`src/rtl/canvas_pkg.sv`:
```
// Shared pixel packet types for the painting pipeline.
// One packet carries the X/Y position and the {R,G,B} colour.
package canvas_pkg;

  localparam int COLOUR_W = 3;
  localparam int PIXEL_W  = 19;

  typedef struct packed {
    logic [7:0]          x;
    logic [7:0]          y;
    logic [COLOUR_W-1:0] colour;
  } pixel_t;

endpackage

```
`src/rtl/pixel_queue_mem.sv`:
```
// Packet storage for pixel_queue: one synchronous write port and
// one asynchronous read port. Contents are deliberately not reset.
module pixel_queue_mem
  import canvas_pkg::*;
#(
  parameter int DEPTH  = 8,
  parameter int ADDR_W = 3
) (
  input  logic              clk,
  input  logic              we,
  input  logic [ADDR_W-1:0] waddr,
  input  pixel_t            wdata,
  input  logic [ADDR_W-1:0] raddr,
  output pixel_t            rdata
);

  pixel_t mem [DEPTH];

  always_ff @(posedge clk) begin
    if (we) begin
      mem[waddr] <= wdata;
    end
  end

  assign rdata = mem[raddr];

endmodule

```
`src/rtl/pixel_queue.sv`:
```
// Elastic FWFT packet buffer between the brush/fill expander and the I2C
// register file, with back-to-back duplicate suppression and loss tracking.
module pixel_queue
  import canvas_pkg::*;
#(
  parameter int DEPTH  = 8,
  parameter int ADDR_W = 3,
  parameter int DEDUP  = 1
) (
  input  logic                clk,
  input  logic                rst_n,
  input  logic                push,
  input  logic [7:0]          x_in,
  input  logic [7:0]          y_in,
  input  logic [COLOUR_W-1:0] color_in,
  input  logic                pop,
  input  logic                clear,
  output logic [7:0]          x_out,
  output logic [7:0]          y_out,
  output logic [COLOUR_W-1:0] color_out,
  output logic                head_valid,
  output logic                full,
  output logic [ADDR_W:0]     count,
  output logic                overflow,
  output logic [7:0]          drop_count
);

  localparam logic [ADDR_W-1:0] PTR_ONE   = 1;
  localparam logic [ADDR_W:0]   CNT_ONE   = 1;
  localparam logic [ADDR_W:0]   DEPTH_CNT = (ADDR_W+1)'(DEPTH);

  logic [ADDR_W-1:0] wr_ptr, rd_ptr;
  logic [ADDR_W:0]   count_q, count_nxt;
  logic              full_q, head_valid_q, overflow_q;
  logic [7:0]        drop_q;
  pixel_t            last_pkt;
  logic              last_valid;

  pixel_t in_pkt, head_pkt;
  logic   is_dup, pop_ok, push_ok, lose;

  assign in_pkt = '{x: x_in, y: y_in, colour: color_in};

  // A duplicate is judged against the last accepted push, even if popped since.
  assign is_dup  = (DEDUP != 0) && last_valid && (in_pkt == last_pkt);
  assign pop_ok  = pop && head_valid_q;
  assign push_ok = push && !is_dup && (!full_q || pop_ok);
  assign lose    = push && !is_dup && full_q && !pop;

  always_comb begin
    count_nxt = count_q;
    if (push_ok && !pop_ok) begin
      count_nxt = count_q + CNT_ONE;
    end else if (!push_ok && pop_ok) begin
      count_nxt = count_q - CNT_ONE;
    end
  end

  always_ff @(posedge clk or negedge rst_n) begin
    if (!rst_n) begin
      wr_ptr       <= '0;
      rd_ptr       <= '0;
      count_q      <= '0;
      full_q       <= 1'b0;
      head_valid_q <= 1'b0;
      overflow_q   <= 1'b0;
      drop_q       <= '0;
      last_pkt     <= '0;
      last_valid   <= 1'b0;
    end else if (clear) begin
      wr_ptr       <= '0;
      rd_ptr       <= '0;
      count_q      <= '0;
      full_q       <= 1'b0;
      head_valid_q <= 1'b0;
      overflow_q   <= 1'b0;
      drop_q       <= '0;
      last_valid   <= 1'b0;
    end else begin
      if (push_ok) begin
        wr_ptr     <= wr_ptr + PTR_ONE;
        last_pkt   <= in_pkt;
        last_valid <= 1'b1;
      end
      if (pop_ok) begin
        rd_ptr <= rd_ptr + PTR_ONE;
      end
      if (lose) begin
        overflow_q <= 1'b1;
        if (drop_q != 8'hFF) begin
          drop_q <= drop_q + 8'd1;
        end
      end
      count_q      <= count_nxt;
      full_q       <= (count_nxt == DEPTH_CNT);
      head_valid_q <= (count_nxt != '0);
    end
  end

  pixel_queue_mem #(
    .DEPTH  (DEPTH),
    .ADDR_W (ADDR_W)
  ) u_mem (
    .clk   (clk),
    .we    (push_ok && !clear),
    .waddr (wr_ptr),
    .wdata (in_pkt),
    .raddr (rd_ptr),
    .rdata (head_pkt)
  );

  // Head reads zero while empty so stale storage never leaks to the host.
  assign x_out      = head_valid_q ? head_pkt.x      : '0;
  assign y_out      = head_valid_q ? head_pkt.y      : '0;
  assign color_out  = head_valid_q ? head_pkt.colour : '0;
  assign head_valid = head_valid_q;
  assign full       = full_q;
  assign count      = count_q;
  assign overflow   = overflow_q;
  assign drop_count = drop_q;

endmodule

```
`config.mk`:
```
export PLATFORM = sky130hd
export DESIGN_NAME = pixel_queue
export DESIGN_NICKNAME = d
export VERILOG_FILES = /design/src/rtl/canvas_pkg.sv /design/src/rtl/pixel_queue_mem.sv /design/src/rtl/pixel_queue.sv
export SDC_FILE = /design/constraint.sdc
export NUM_CORES = 1
export LEC_CHECK = 0
export CAP_MARGIN = 20
export CORE_AREA = 3 3 126 128
export CTS_BUF_LIST = sky130_fd_sc_hd__clkbuf_8
export DETAILED_ROUTE_END_ITERATION = 8
export DIE_AREA = 0 0 129 131
export DONT_BUFFER_PORTS = 1
export PLACE_DENSITY_LB_ADDON = 0.05
export SLEW_MARGIN = 20
export SYNTH_ARGS = -nofsm -noshare
export SYNTH_HDL_FRONTEND = slang
export SYNTH_SLANG_ARGS = --single-unit
```
`constraint.sdc`:
```
create_clock -name clk -period 4.4 [get_ports clk]
set_input_delay 0.88 -clock clk [delete_from_list [all_inputs] [get_ports clk]]
set_output_delay 0.88 -clock clk [all_outputs]
set_load 0.005 [all_outputs]
```
* Yosys cells after proc, flatten, opt, wreduce, memory -nomap -nowiden
Memories as Yosys holds them, arrays and structs flattened. Index checks and enable logic that the tools add are counted.
Storage, ports and cells: register bits 41, memory bits (writable) 152, bits of input ports 24, output and inout bits 34, word-level logic and storage cells 65, memories 1
Memory list:
- u_mem.mem | words 8, bits a word 19, read ports 1, clocked after memory_dff 0, write ports 1, line pixel_queue_mem.sv:17 | pixel_t mem [DEPTH];
Cells by class: $add $sub $neg 5, equal/unequal tests 3, muxes and demuxes 21, bitwise operators 1, reduce and logical (&&, ||, !) cells 23
Operators with widths (count):
- $mux 8 | 5
- $eq 19x19->1 | 1
- $mux 3 | 5
- $mux 4 | 3
- $logic_and 1x1->1 | 9
- $add 8x1->8 const B | 1
- $mux 1 | 8
- $ne 8x8->1 const B | 1
- $reduce_bool 2->1 | 4
- $add 3x1->3 const B | 2
- $logic_not 1->1 | 6
- $add 4x1->4 const B | 1
- $eq 4x4->1 const B | 1
- $reduce_and 2->1 | 2
- $reduce_bool 4->1 | 1
- $sub 4x1->4 const B | 1
- $logic_or 1x1->1 | 1
- $not 1->1 | 1

* Longest topological paths before layout
Gate-level depths: netlist of the first run.
word-level depth 11, mapped depth 8, depth with buffers taken out 7

* Hierarchy
From an unflattened synthesis of the first run, not the netlist that was laid out.
Unflattened totals: cell total of the unflattened synthesis 470, area, all modules 8451.9 um^2
Modules (own cells, without submodules):
- pixel_queue_mem | times used 1, cells an instance 232, area an instance 5879.4 um^2
- pixel_queue | times used 1, cells an instance 238, area an instance 2572.5 um^2

* Least setup slack after synthesis of the first run
OpenSTA, ideal clock, no wires.
kind input port to flip-flop, from input x_in[3], to memory u_mem.mem[2][0] (netlist bit) (enable), setup time 0.444 ns, arrival 3.677 ns, data required time 3.956 ns, setup slack 0.279 ns, cell stages on the path 7, buffers on the path 2, path through xnor2_1 -> nand4_1 -> or2_1 -> buf_2 -> o2111a_2 -> buf_6 -> nor4bb_1
Between the ends: cells in the longest elaborated chain, start to end 8
Ends and longest elaborated chain:
- from (decl) | line pixel_queue.sv:13 | input logic [7:0] x_in,
- $eq 19x19->1 | line pixel_queue.sv:45 | assign is_dup = (DEDUP != 0) && last_valid && (in_pkt == last_pkt);
- $logic_and 1x1->1 | line pixel_queue.sv:45
- $logic_not 1->1 | line pixel_queue.sv:47 | assign push_ok = push && !is_dup && (!full_q || pop_ok);
- $logic_and 1x1->1 (2 in a row) | line pixel_queue.sv:47
- $logic_and 1x1->1 | line pixel_queue.sv:105 | .we (push_ok && !clear),
- $mux 1 | line pixel_queue_mem.sv:20 | if (we) begin
- $mux 1 (not written as such) | line pixel_queue_mem.sv:21 | mem[waddr] <= wdata;
- to (decl) | line pixel_queue_mem.sv:17
Every way passes these cells.

* Worst setup path in the final report of the first run
from register rd_ptr[0], to output y_out[5]
Between the ends: cells in the longest elaborated chain, start to end 2
Ends and longest elaborated chain:
- from (decl) | line pixel_queue.sv:32 | logic [ADDR_W-1:0] wr_ptr, rd_ptr;
- from (signal assigned) | line pixel_queue.sv:86 | rd_ptr <= rd_ptr + PTR_ONE;
- $mem_v2 8x19
- $mux 8 | line pixel_queue.sv:114 | assign y_out = head_valid_q ? head_pkt.y : '0;
- to (decl) | line pixel_queue.sv:19 | output logic [7:0] y_out,
Every way passes these cells.

==> key figures, run 1 <==
Outcome
  • Outcome: finished, final reports clean

Worst hold path
  • Hold Crit Class: in2async

Clocking
  • Post-CTS sizing: 0
  • Clock Latency Late Sink: 0.45 ns
  • Clock slew at reported path FFs: 0.09 ns
  • CTS tree: done
  • Clock Path Buffers: 2
  • Cts bufs inserted: 17
  • H-tree levels: 4
  • Sink count of the clock tree: 193
  • CTS root buffer: clkbuf_8
  • Hold Buf Count CTS: 0
  • Post-CTS setup buffer count: 0

Floorplan
  • Starting density of the core: 54.5%
  • Rows: 45
  • Core Area: 15,000 um^2
  • Die W: 129 um
  • I/O pin count: 58
  • Die height: 131 um
  • Die area: 16,900 um^2

Critical path
  • CP arrival: 2.44 ns
  • Element type at the critical path end: output pin
  • Critical path class: reg2out
  • Worst Path Max Fanout: 21
  • Required @ worst endpoint: 3.52 ns
  • CP Launch Type: flip-flop

Yosys
  • Main synth FF type: edfxtp_1
  • Main combinational cell family by area after synthesis: multiplexers
  • Post-Synthesis Cells: 462
  • Synth top area cells: edfxtp_1, dfrtp_1, mux4_2
  • Yosys top cell area share: 55.9%
  • Mapped Area: 8160 um^2
  • Post-Synth XOR/XNOR Area: 2.79%
  • Syn_nets: 491
  • Synth Area in Compound Gates: 2.96%
  • Multiplexer area fraction after synthesis: 16.9%
  • EDFF count, synth: 152
  • Simple-Gate Fraction of Synth Area: 6.53%
  • FFs w/ async S/R, synth: 21.2%
  • Synth Register Bits: 193
  • Sequential element share of the synthesized area: 68.5%
  • Syn Area/Cell: 17.7 um^2
  • Synth area leader: edfxtp_1
  • Synth Area in Adders: 0.766%
  • Synth warn: 0
  • Netlist cell types: 47

STA
  • Final worst path period need: 3.32 ns
  • Hold Vio Cnt, Final: 0
  • FMAX: 302 MHz
  • Worst setup margin: 1.08 ns
  • Final period utilization: 75.4%
  • Final TNS setup: 0 ns
  • Worst Clk Skew: 0.0143 ns
  • Slew margin rel.: 25.8%
  • RSZ-0062 raised after global routing: no
  • Setup violators final: 0
  • Measured slew at the worst slew-check pin: 1.11 ns
  • Final Max Tran Viols: 0

GRT
  • Grt ovf: 0
  • Vias in the first global route: 4,158
  • Initial antenna violation count: 0
  • Largest net degree at the start of global routing: 42
  • Gr usage total: 20.1%
  • Global-route wire length before repair: 24.7 mm

Cells and area
  • Nets: 506
  • Layout cell share with drive strength beyond 1: 23.9%
  • Diodes inserted: 0
  • Area Growth Syn to Fin: 9.00%

Power
  • Combinational power share: 11.3%
  • Maximum vdd ir drop: 0.000173 V
  • Internal power: 0.00289 W
  • Leakage: 2.97 nW
  • Seq pwr share: 56.6%
  • Net Sw Frac: 22.4%
  • Pwr per Cell Area: 419 nW/um^2
  • Clock power share: 32.1%
  • Psw: 0.000836 W

Placed design
  • Pre-CTS WS: 0.910 ns
  • Gpl congestion: 0.768
  • IO Port Bufs: 0
  • Hpwl dp: 10.1 mm

Routing
  • 1st-iter DRT viols: 324
  • WL final: 16.1 mm
  • DRT antenna net count: 0
  • Post-DR wirelength/cell: 23.7 um
  • Drt pass-1 iters: 5
  • Vias per cell: 6.06
  • Detailed-route DRC error count: 0
  • Vias: 4,106

Run
  • Maxcap violations: 0
layout make-up:
| type | count | area (um^2) |
|---|---|---|
| repair buffers | 17 | 140 |
| flip-flops and latches | 193 | 5590 |
| fillers | 1122 | 6080 |
| clock inverters | 14 | 174 |
| inverters | 8 | 30.0 |
| well taps | 188 | 235 |
| clock buffers | 18 | 248 |
| multi-input cells | 240 | 2480 |
worst max-delay path, stage by stage, from the launching register on:
cell and delay [ns]:
dfrtp_2 0.87, buf_12 0.29, mux4_2 0.54, mux2i_1 0.16, nor2b_1 0.09
layer usage:
layer	GRT usage, %	routed length (um)	up-vias
li1	-	-	1843
met1	27.8	7130	2135
met2	32.4	7890	111
met3	4.67	840	17
met4	6.05	194	0
met5	0	0	-
synth_stat cells, types with 2 or more instances:
library cell / n
a21oi_1: 12
a31oi_1: 2
and2_1: 2
and3_1: 4
buf_1: 4
buf_2: 4
buf_6: 2
clkbuf_1: 10
dfrtp_1: 41
edfxtp_1: 152
ha_1: 5
inv_1: 8
mux2_2: 4
mux2_4: 17
mux2i_1: 22
mux4_2: 38
nand2_1: 15
nand3_1: 7
nand4_1: 4
nor2_1: 14
nor2b_1: 19
nor3_1: 6
nor3b_1: 3
nor4_1: 4
nor4_2: 3
o211ai_1: 2
o21ai_0: 6
o311a_1: 2
o31ai_1: 3
or3_1: 4
or4_1: 3
xnor2_1: 9
xor2_1: 17
layout by cell type (no fill, tap or decap), types with 9 or more instances in the layout:
cell      instances
nor2_1           13
nor2b_1          19
mux2i_1          22
xor2_1           17
buf_4            16
xnor2_1           9
a21oi_1          12
edfxtp_1        152
dfrtp_1          40
mux4_2           38
mux2_4           17
inv_1            12
nand2_1          15
clkbuf_8         18
sequential cells by signal, summed over array words and instances, names as in the netlist:
name and count:
u_mem.mem 152, last_pkt 19, drop_count 8, count 4, rd_ptr 3, wr_ptr 3, full 1, head_valid 1
last_valid 1, overflow 1
cell families after synthesis:
logic type	Yosys count
DFF	193
muxes	81
and+or+nand+nor	93
buffers and inverters	29
adders and majority gates	5
xor gates and xnor gates	26
AOI/OAI and AO/OA	35
per-stage QoR:
step	instances	util (%)	instance area, um^2	total power (W)	hold slack (ns)
after detailed placement	646	56.6	8480	0.00258	0.509
after floorplan	462	-	8160	0.00247	0.486
after CTS	678	59.4	8900	0.00376	0.0746
final	678	59.4	8900	0.00373	0.112
after global placement	646	56.6	8480	0.00257	0.515
after global routing	678	59.4	8900	0.00388	0.0631
power groups by stage:
stage          logic, W  registers [W]  clock network [W]
4_1_cts        0.000431        0.00211            0.00122
5_1_grt        0.000460        0.00212            0.00130
3_3_place_gp   0.000423        0.00215                  0
3_5_place_dp   0.000429        0.00215                  0
6_report       0.000423        0.00211            0.00120
2_1_floorplan  0.000361        0.00211                  0
path summary, 6_finish.rpt:
kind	cells after the start	slack [ns]	startpoint	to
max	4	1.08	rd_ptr[0]$_DFFE_PN0P_	y_out[5]
min	0	0.11	rst_n	drop_count[4]$_DFFE_PN0P_
max reg2reg	6	1.40	last_pkt[14]$_DFFE_PN0P_	u_mem.mem[0][4]$_DFFE_PP_
min reg2reg	2	0.52	last_valid$_DFFE_PN0P_	last_valid$_DFFE_PN0P_
max in group asynchronous	0	4.20	rst_n	last_pkt[4]$_DFFE_PN0P_
min in group clk	1	0.48	clear	rd_ptr[1]$_DFFE_PN0P_
(Power assumes the default switching activity.)
==> run 2, diff against run 1 <==
==> constraint.sdc (replaced) <==
create_clock -name clk -period 3.27 [get_ports clk]
set_input_delay 0.654 -clock clk [delete_from_list [all_inputs] [get_ports clk]]
set_output_delay 0.654 -clock clk [all_outputs]
set_load 0.005 [all_outputs]
==> run 2 against run 1 <==
Effect of this change: sequential share of layout area is 0.22 points lower; non-clock buffer count is 1 lower; utilization is 0.21 points higher; first-iteration DRC count is 20% lower; clock power is 30% higher; total power is 34% higher; hold slack better by 0.14 ns; clock skew hardly changed; critical path depth stayed put; via count is 0.29% lower; setup slack worse by 0.59 ns; global-route usage is 0.066 points lower.
==> key figures, run 2 (synthesis results as in run 1) <==
STA
  • FMAX: 360 MHz
  • Worst Clk Skew: 0.0145 ns (+0.000221 ns)
  • Measured slew at the worst slew-check pin: 0.683 ns (-0.431 ns)
  • Final worst path period need: 2.78 ns
  • Setup violators final: 0 (unchanged)
  • Final Max Tran Viols: 0 (unchanged)
  • Final TNS setup: 0 ns (unchanged)
  • RSZ-0062 raised after global routing: no
  • Fin Hold WS: 0.253 ns (+0.142 ns)
  • Slew margin rel.: 54.4% (+29 points)
  • Hold Vio Cnt, Final: 0 (unchanged)
  • Final period utilization: 85.0%

Power
  • Maximum vdd ir drop: 0.000346 V (+100%)
  • Leakage: 2.95 nW (-0.41%)
  • Pwr per Cell Area: 557 nW/um^2 (+33%)

Routing
  • WL final: 16.0 mm (about the same)
  • Met2 wire length: 7.81 mm (-1.1%)
  • DRT antenna net count: 0 (unchanged)
  • Detailed-route DRC error count: 0 (unchanged)
  • Max Used Layer: met4
  • Metal3 WL: 761 um (-9.4%)
  • Drt pass-1 iters: 4 (-1)
  • Post-DR wirelength/cell: 23.7 um (about the same)
  • Met1 Routed Length: 7.34 mm (+2.9%)
  • Vias: 4,094 (-0.29%)
  • Vias per cell: 6.05 (-0.14%)
  • 1st-iter DRT viols: 259 (-20%)

Critical path
  • Critical Path Stages: 4 (unchanged)
  • CP arrival: 2.12 ns (-0.32 ns)
  • Worst Path Max Fanout: 25 (+19%)
  • Crit path max-delay family: multiplexers
  • Peak per-stage delay on the critical path: 0.57 ns (-0.30 ns)
  • Critical-path cell list: buf_4, mux4_2, mux2i_1, nor2b_1
  • Worst r2r src: last_pkt[14]$_DFFE_PN0P_
  • Element type at the critical path end: output pin
  • R2r setup slk: 0.54 ns (-0.86 ns)
  • Required @ worst endpoint: 2.62 ns (-0.90 ns)
  • Critical path buffers and inverters: 1 (unchanged)
  • Worst Reg-to-Reg Cells: 6 (unchanged)
  • Critical path's slowest cell: mux4_2
  • Crit path to: x_out[3]
  • CP Launch Type: flip-flop
  • Worst setup path startpoint: rd_ptr[0]$_DFFE_PN0P_
  • Critical path class: reg2out
  • Worst r2r dst: u_mem.mem[2][3]$_DFFE_PP_

Placed design
  • Gpl congestion: 0.801 (+4.3%)
  • IO Port Bufs: 0 (unchanged)
  • Hpwl dp: 9.70 mm (-4.2%)

Cells and area
  • Most common cell after layout, fill and taps aside: edfxtp_1
  • Most flops, register: u_mem.mem
  • Area Growth Syn to Fin: 9.38%
  • Layout cell share with drive strength beyond 1: 24.5% (+0.66 points)
  • Largest register FFs: 152 (unchanged)
  • Diodes inserted: 0 (unchanged)
  • Nets: 505 (-0.20%)
  • Commonest non-fill, non-tap cells in the layout: edfxtp_1, dfrtp_1, mux4_2

GRT
  • Gr usage total: 20.1% (-0.066 points)
  • Initial antenna violation count: 0 (unchanged)
  • Global-route wire length before repair: 24.7 mm (about the same)
  • Largest net degree at the start of global routing: 42 (unchanged)
  • Vias in the first global route: 4,205 (+1.1%)
  • Grt ovf: 0 (unchanged)

Clocking
  • CTS tree: done
  • Post-CTS sizing: 0 (unchanged)
  • Clock Latency Late Sink: 0.45 ns (about the same)
  • Sink count of the clock tree: 193 (unchanged)
  • Cts bufs inserted: 17 (unchanged)
  • Clock slew at reported path FFs: 0.09 ns (about the same)
  • H-tree levels: 4 (unchanged)
  • CTS root buffer: clkbuf_8
  • Clock Path Buffers: 2 (unchanged)

Floorplan
  • Die W: 129 um (unchanged)
  • I/O pin count: 58 (unchanged)
  • Die area: 16,900 um^2 (unchanged)
  • Starting density of the core: 54.5% (unchanged)
  • Core Area: 15,000 um^2 (unchanged)
  • Die height: 131 um (unchanged)
  • Rows: 45 (unchanged)

Worst hold path
  • Hold Crit Class: in2reg
  • Worst min-delay path startpoint: clear

Run
  • Maxcap violations: 0 (unchanged)

Outcome
  • Outcome: finished, final reports clean
[run 2: cell types whose count changed in the layout (fill, tap and decap cells not counted), sizes merged]
cell / previous run / this run
dlygate4sd3: 0 / 1
clkbuf: 18 / 20
buf: 17 / 15
bufinv: 4 / 2
[run 2: how the worst min path moves through the flow]
stage                                            to  slack, ns  cells past startpoint
final                     drop_count[7]$_DFFE_PN0P_       0.25                      1
after global routing          rd_ptr[2]$_DFFE_PN0P_       0.20                      1
after CTS                 drop_count[5]$_DFFE_PN0P_       0.01                      1
after detailed placement  drop_count[6]$_DFFE_PN0P_       0.36                      0
after global placement    drop_count[5]$_DFFE_PN0P_       0.36                      0
after floorplan                  count[0]$_DFF_PN0_       0.36                      0
[run 2: area by class of cell]
cell class                 count  area (um^2)
fill                        1119         6050
sequential                   193         5590
multi-input combinational    240         2510
clock buffer                  20          275
tap                          188          235
timing repair buffer          16          155
clock inverter                12          133
inverter                       8         30.0
[run 2: per-stage QoR]
stage / cell area (um^2) / cells / setup slack, ns / util, % / total power, W
final: 8930 / 677 / 0.491 / 59.6 / 0.00498
after CTS: 8920 / 676 / 0.406 / 59.5 / 0.00503
after floorplan: 8190 / 462 / 0.103 / - / 0.00333
after global routing: 8930 / 677 / 0.323 / 59.6 / 0.00520
after global placement: 8480 / 643 / 0.313 / 56.6 / 0.00345
after detailed placement: 8480 / 643 / 0.241 / 56.6 / 0.00347
[run 2: report_power, final]
part           total, W  internal (W)  switching, W
clock           0.00156      0.000745      0.000814
sequential      0.00281       0.00274     0.0000725
combinational  0.000606      0.000311      0.000295
total           0.00498       0.00380       0.00118
[run 2: what timing repair did]
item | CTS | global route
hold buffers | 1 | 1
hold endpoints to repair | 41 | 1
buffers inserted | 0 | 0
[run 2: routing by layer]
layer,vias to the layer above,GRT usage (%)
met2,103,31.3
met4,0,5.31
li1,1832,-
met1,2147,28.3
met5,-,0
met3,12,5.53
==> run 3, diff against run 2 <==
==> constraint.sdc (replaced) <==
create_clock -name clk -period 2.6 [get_ports clk]
set_input_delay 0.52 -clock clk [delete_from_list [all_inputs] [get_ports clk]]
set_output_delay 0.52 -clock clk [all_outputs]
set_load 0.005 [all_outputs]
==> run 3 against run 2 <==
Effect of this change: hold slack lost 0.13 ns; clock skew is essentially flat; register-to-register slack lost 0.37 ns; design area grew 3.3%; non-clock buffer count grew 30; highest routed layer unchanged; cell count grew 4.4%; wire length grew 1.5%.
==> key figures, run 3 (synthesis results as in run 1) <==
Critical path
  • Worst Path Max Fanout: 12 (-52%)
  • CP arrival: 1.99 ns (-0.13 ns)
  • Critical path's slowest cell: mux4_2
  • Worst Reg-to-Reg Cells: 7 (+1)
  • Critical path class: reg2out
  • Peak per-stage delay on the critical path: 0.50 ns (-0.07 ns)
  • CP Launch Type: flip-flop
  • Required @ worst endpoint: 2.08 ns (-0.54 ns)
  • Element type at the critical path end: output pin
  • Critical-path cell list: buf_12, clkbuf_16, mux4_2, mux2i_1, nor2b_1

Cells and area
  • Area Growth Syn to Fin: 13.0%
  • Commonest non-fill, non-tap cells in the layout: edfxtp_1, dfrtp_1, mux4_2
  • Register Area: 5590 um^2 (unchanged)
  • Layout cell share with drive strength beyond 1: 27.7% (+3.2 points)
  • Largest register FFs: 152 (unchanged)
  • Most common cell after layout, fill and taps aside: edfxtp_1
  • Utilization after layout: 61.6% (+2.0 points)
  • Multi-input gate area: 2510 um^2 (-0.10%)
  • Diodes inserted: 0 (unchanged)
  • Nets: 535 (+5.9%)
  • Most flops, register: u_mem.mem
  • Fillcell total: 1,091 (-2.5%)

Routing
  • Drt pass-1 iters: 4 (unchanged)
  • WL final: 16.3 mm (+1.5%)
  • Vias: 4,156 (+1.5%)
  • 1st-iter DRT viols: 352 (+36%)
  • Post-DR wirelength/cell: 23.0 um (-2.8%)
  • DRT antenna net count: 0 (unchanged)
  • Detailed-route DRC error count: 0 (unchanged)
  • Vias per cell: 5.88 (-2.8%)

Worst hold path
  • Hold Crit Class: in2reg
  • Hold path depth: 1 (unchanged)

STA
  • Worst setup margin: 0.0870 ns (-0.404 ns)
  • Measured slew at the worst slew-check pin: 0.620 ns (-0.0625 ns)
  • Slew margin rel.: 58.6% (+4.2 points)
  • Final period utilization: 96.7%
  • Setup violators final: 0 (unchanged)
  • Hold Vio Cnt, Final: 0 (unchanged)
  • Final Max Tran Viols: 0 (unchanged)
  • FMAX: 398 MHz
  • Worst Clk Skew: 0.0148 ns (+0.000295 ns)
  • Final worst path period need: 2.51 ns
  • RSZ-0062 raised after global routing: no

GRT
  • Largest net degree at the start of global routing: 42 (unchanged)
  • Vias in the first global route: 4,291 (+2.0%)
  • Gr usage total: 20.4% (+0.29 points)
  • Gr busiest metal: met2
  • Grt ovf: 0 (unchanged)
  • Global-route wire length before repair: 25.0 mm (+1.3%)
  • Met1 capacity usage during global routing: 27.5% (-0.86 points)
  • Met2 Track Usage GR: 32.8% (+1.5 points)
  • Initial antenna violation count: 0 (unchanged)
  • GR Layer Usage met3: 5.61% (+0.081 points)

Clocking
  • Sink count of the clock tree: 193 (unchanged)
  • Cts bufs inserted: 17 (unchanged)
  • Clock slew at reported path FFs: 0.09 ns (about the same)
  • H-tree levels: 4 (unchanged)
  • Clock Latency Late Sink: 0.45 ns (about the same)
  • CTS root buffer: clkbuf_8
  • Clock Path Buffers: 2 (unchanged)
  • CTS tree: done

Outcome
  • Outcome: finished, final reports clean

Floorplan
  • Core Area: 15,000 um^2 (unchanged)
  • Rows: 45 (unchanged)
  • Die height: 131 um (unchanged)
  • Die area: 16,900 um^2 (unchanged)
  • I/O pin count: 58 (unchanged)
  • Die W: 129 um (unchanged)
  • Starting density of the core: 54.5% (unchanged)

Power
  • Internal power: 0.00474 W (+25%)
  • Seq pwr share: 57.1% (+0.6 points)
  • Net Sw Frac: 23.4% (-0.38 points)
  • Maximum vdd ir drop: 0.000423 V (+22%)
  • Total power: 0.00618 W (+24%)
  • Pwr per Cell Area: 670 nW/um^2 (+20%)
  • Leakage: 3.13 nW (+6.0%)
  • Clock power share: 29.2% (-2.1 points)
  • Psw: 0.00144 W (+22%)
  • Combinational power share: 13.7% (+1.5 points)

Placed design
  • Hpwl dp: 9.84 mm (+1.4%)
  • IO Port Bufs: 0 (unchanged)
  • Pre-CTS WS: -0.267 ns (-0.508 ns)
  • Gpl congestion: 0.771 (-3.8%)

Run
  • Maxcap violations: 0 (unchanged)
## run 3: changes by cell type in the layout (fill, tap and decap cells not counted), moves of 2 or more
cell	previous run	this run
buf_4	13	33
clkinv_4	4	1
inv_6	2	0
buf_6	0	2
inv_1	10	14
buf_12	1	8
## run 3: final cells by class
type                    count  area share, %
inverters                   8          0.326
clock buffers              21           3.13
flip-flops and latches    193           60.6
multi-input cells         240           27.2
well taps                 188           2.55
clock inverters            11          0.854
repair buffers             46           5.34
## run 3: worst paths after layout
kind                                          start  slack, ns                          to
setup / recovery              rd_ptr[0]$_DFFE_PN0P_       0.09                color_out[2]
hold / removal                                clear       0.12   drop_count[7]$_DFFE_PN0P_
setup reg to reg           last_pkt[12]$_DFFE_PN0P_       0.17  u_mem.mem[1][17]$_DFFE_PP_
hold reg to reg            last_pkt[10]$_DFFE_PN0P_       0.53    last_pkt[10]$_DFFE_PN0P_
max in group asynchronous                     rst_n       1.81    last_pkt[14]$_DFFE_PN0P_
min in group asynchronous                     rst_n       0.56   drop_count[3]$_DFFE_PN0P_
## run 3: per-stage QoR
stage | instance area, um^2 | setup TNS, ns | std cells | hold slack (ns)
final | 9230 | 0 | 707 | 0.124
after global routing | 9230 | 0 | 707 | 0.0768
after CTS | 9160 | 0 | 703 | 0.0869
after detailed placement | 8670 | -7.84 | 661 | 0.226
after global placement | 8660 | -7.96 | 660 | 0.226
after floorplan | 8200 | -17.12 | 462 | 0.224
## run 3: power groups by stage
stage	Combinational (W)	Sequential, W	Clock, W
after floorplan	0.000614	0.00358	0
after global placement	0.000786	0.00359	0
after detailed placement	0.000795	0.00360	0
after CTS	0.000822	0.00353	0.00187
after global routing	0.000930	0.00355	0.00200
final	0.000846	0.00353	0.00180
## run 3: what timing repair did
| item | in CTS | in global routing |
|---|---|---|
| resized for setup | 0 | 1 |
| endpoints found under the setup margin | 26 | 9 |
| hold buffers | 2 | 0 |
| pin swaps | 2 | 0 |
| gates cloned | 0 | 1 |
| buffers inserted | 8 | 3 |
| hold endpoints to repair | 41 | 0 |
## run 3: critical path, delay by kind of cell (launching register included)
family                 cells  cell delay (ns)
buffers and inverters      2             0.31
muxes                      2             0.68
DFF                        1             0.45
and+or+nand+nor            1             0.09
## run 3: routing by layer
metal,part of all wire [%],vias to the layer above
met5,0,-
met4,1.3,0
met3,4.7,16
met2,49,93
met1,45,2157
li1,-,1890
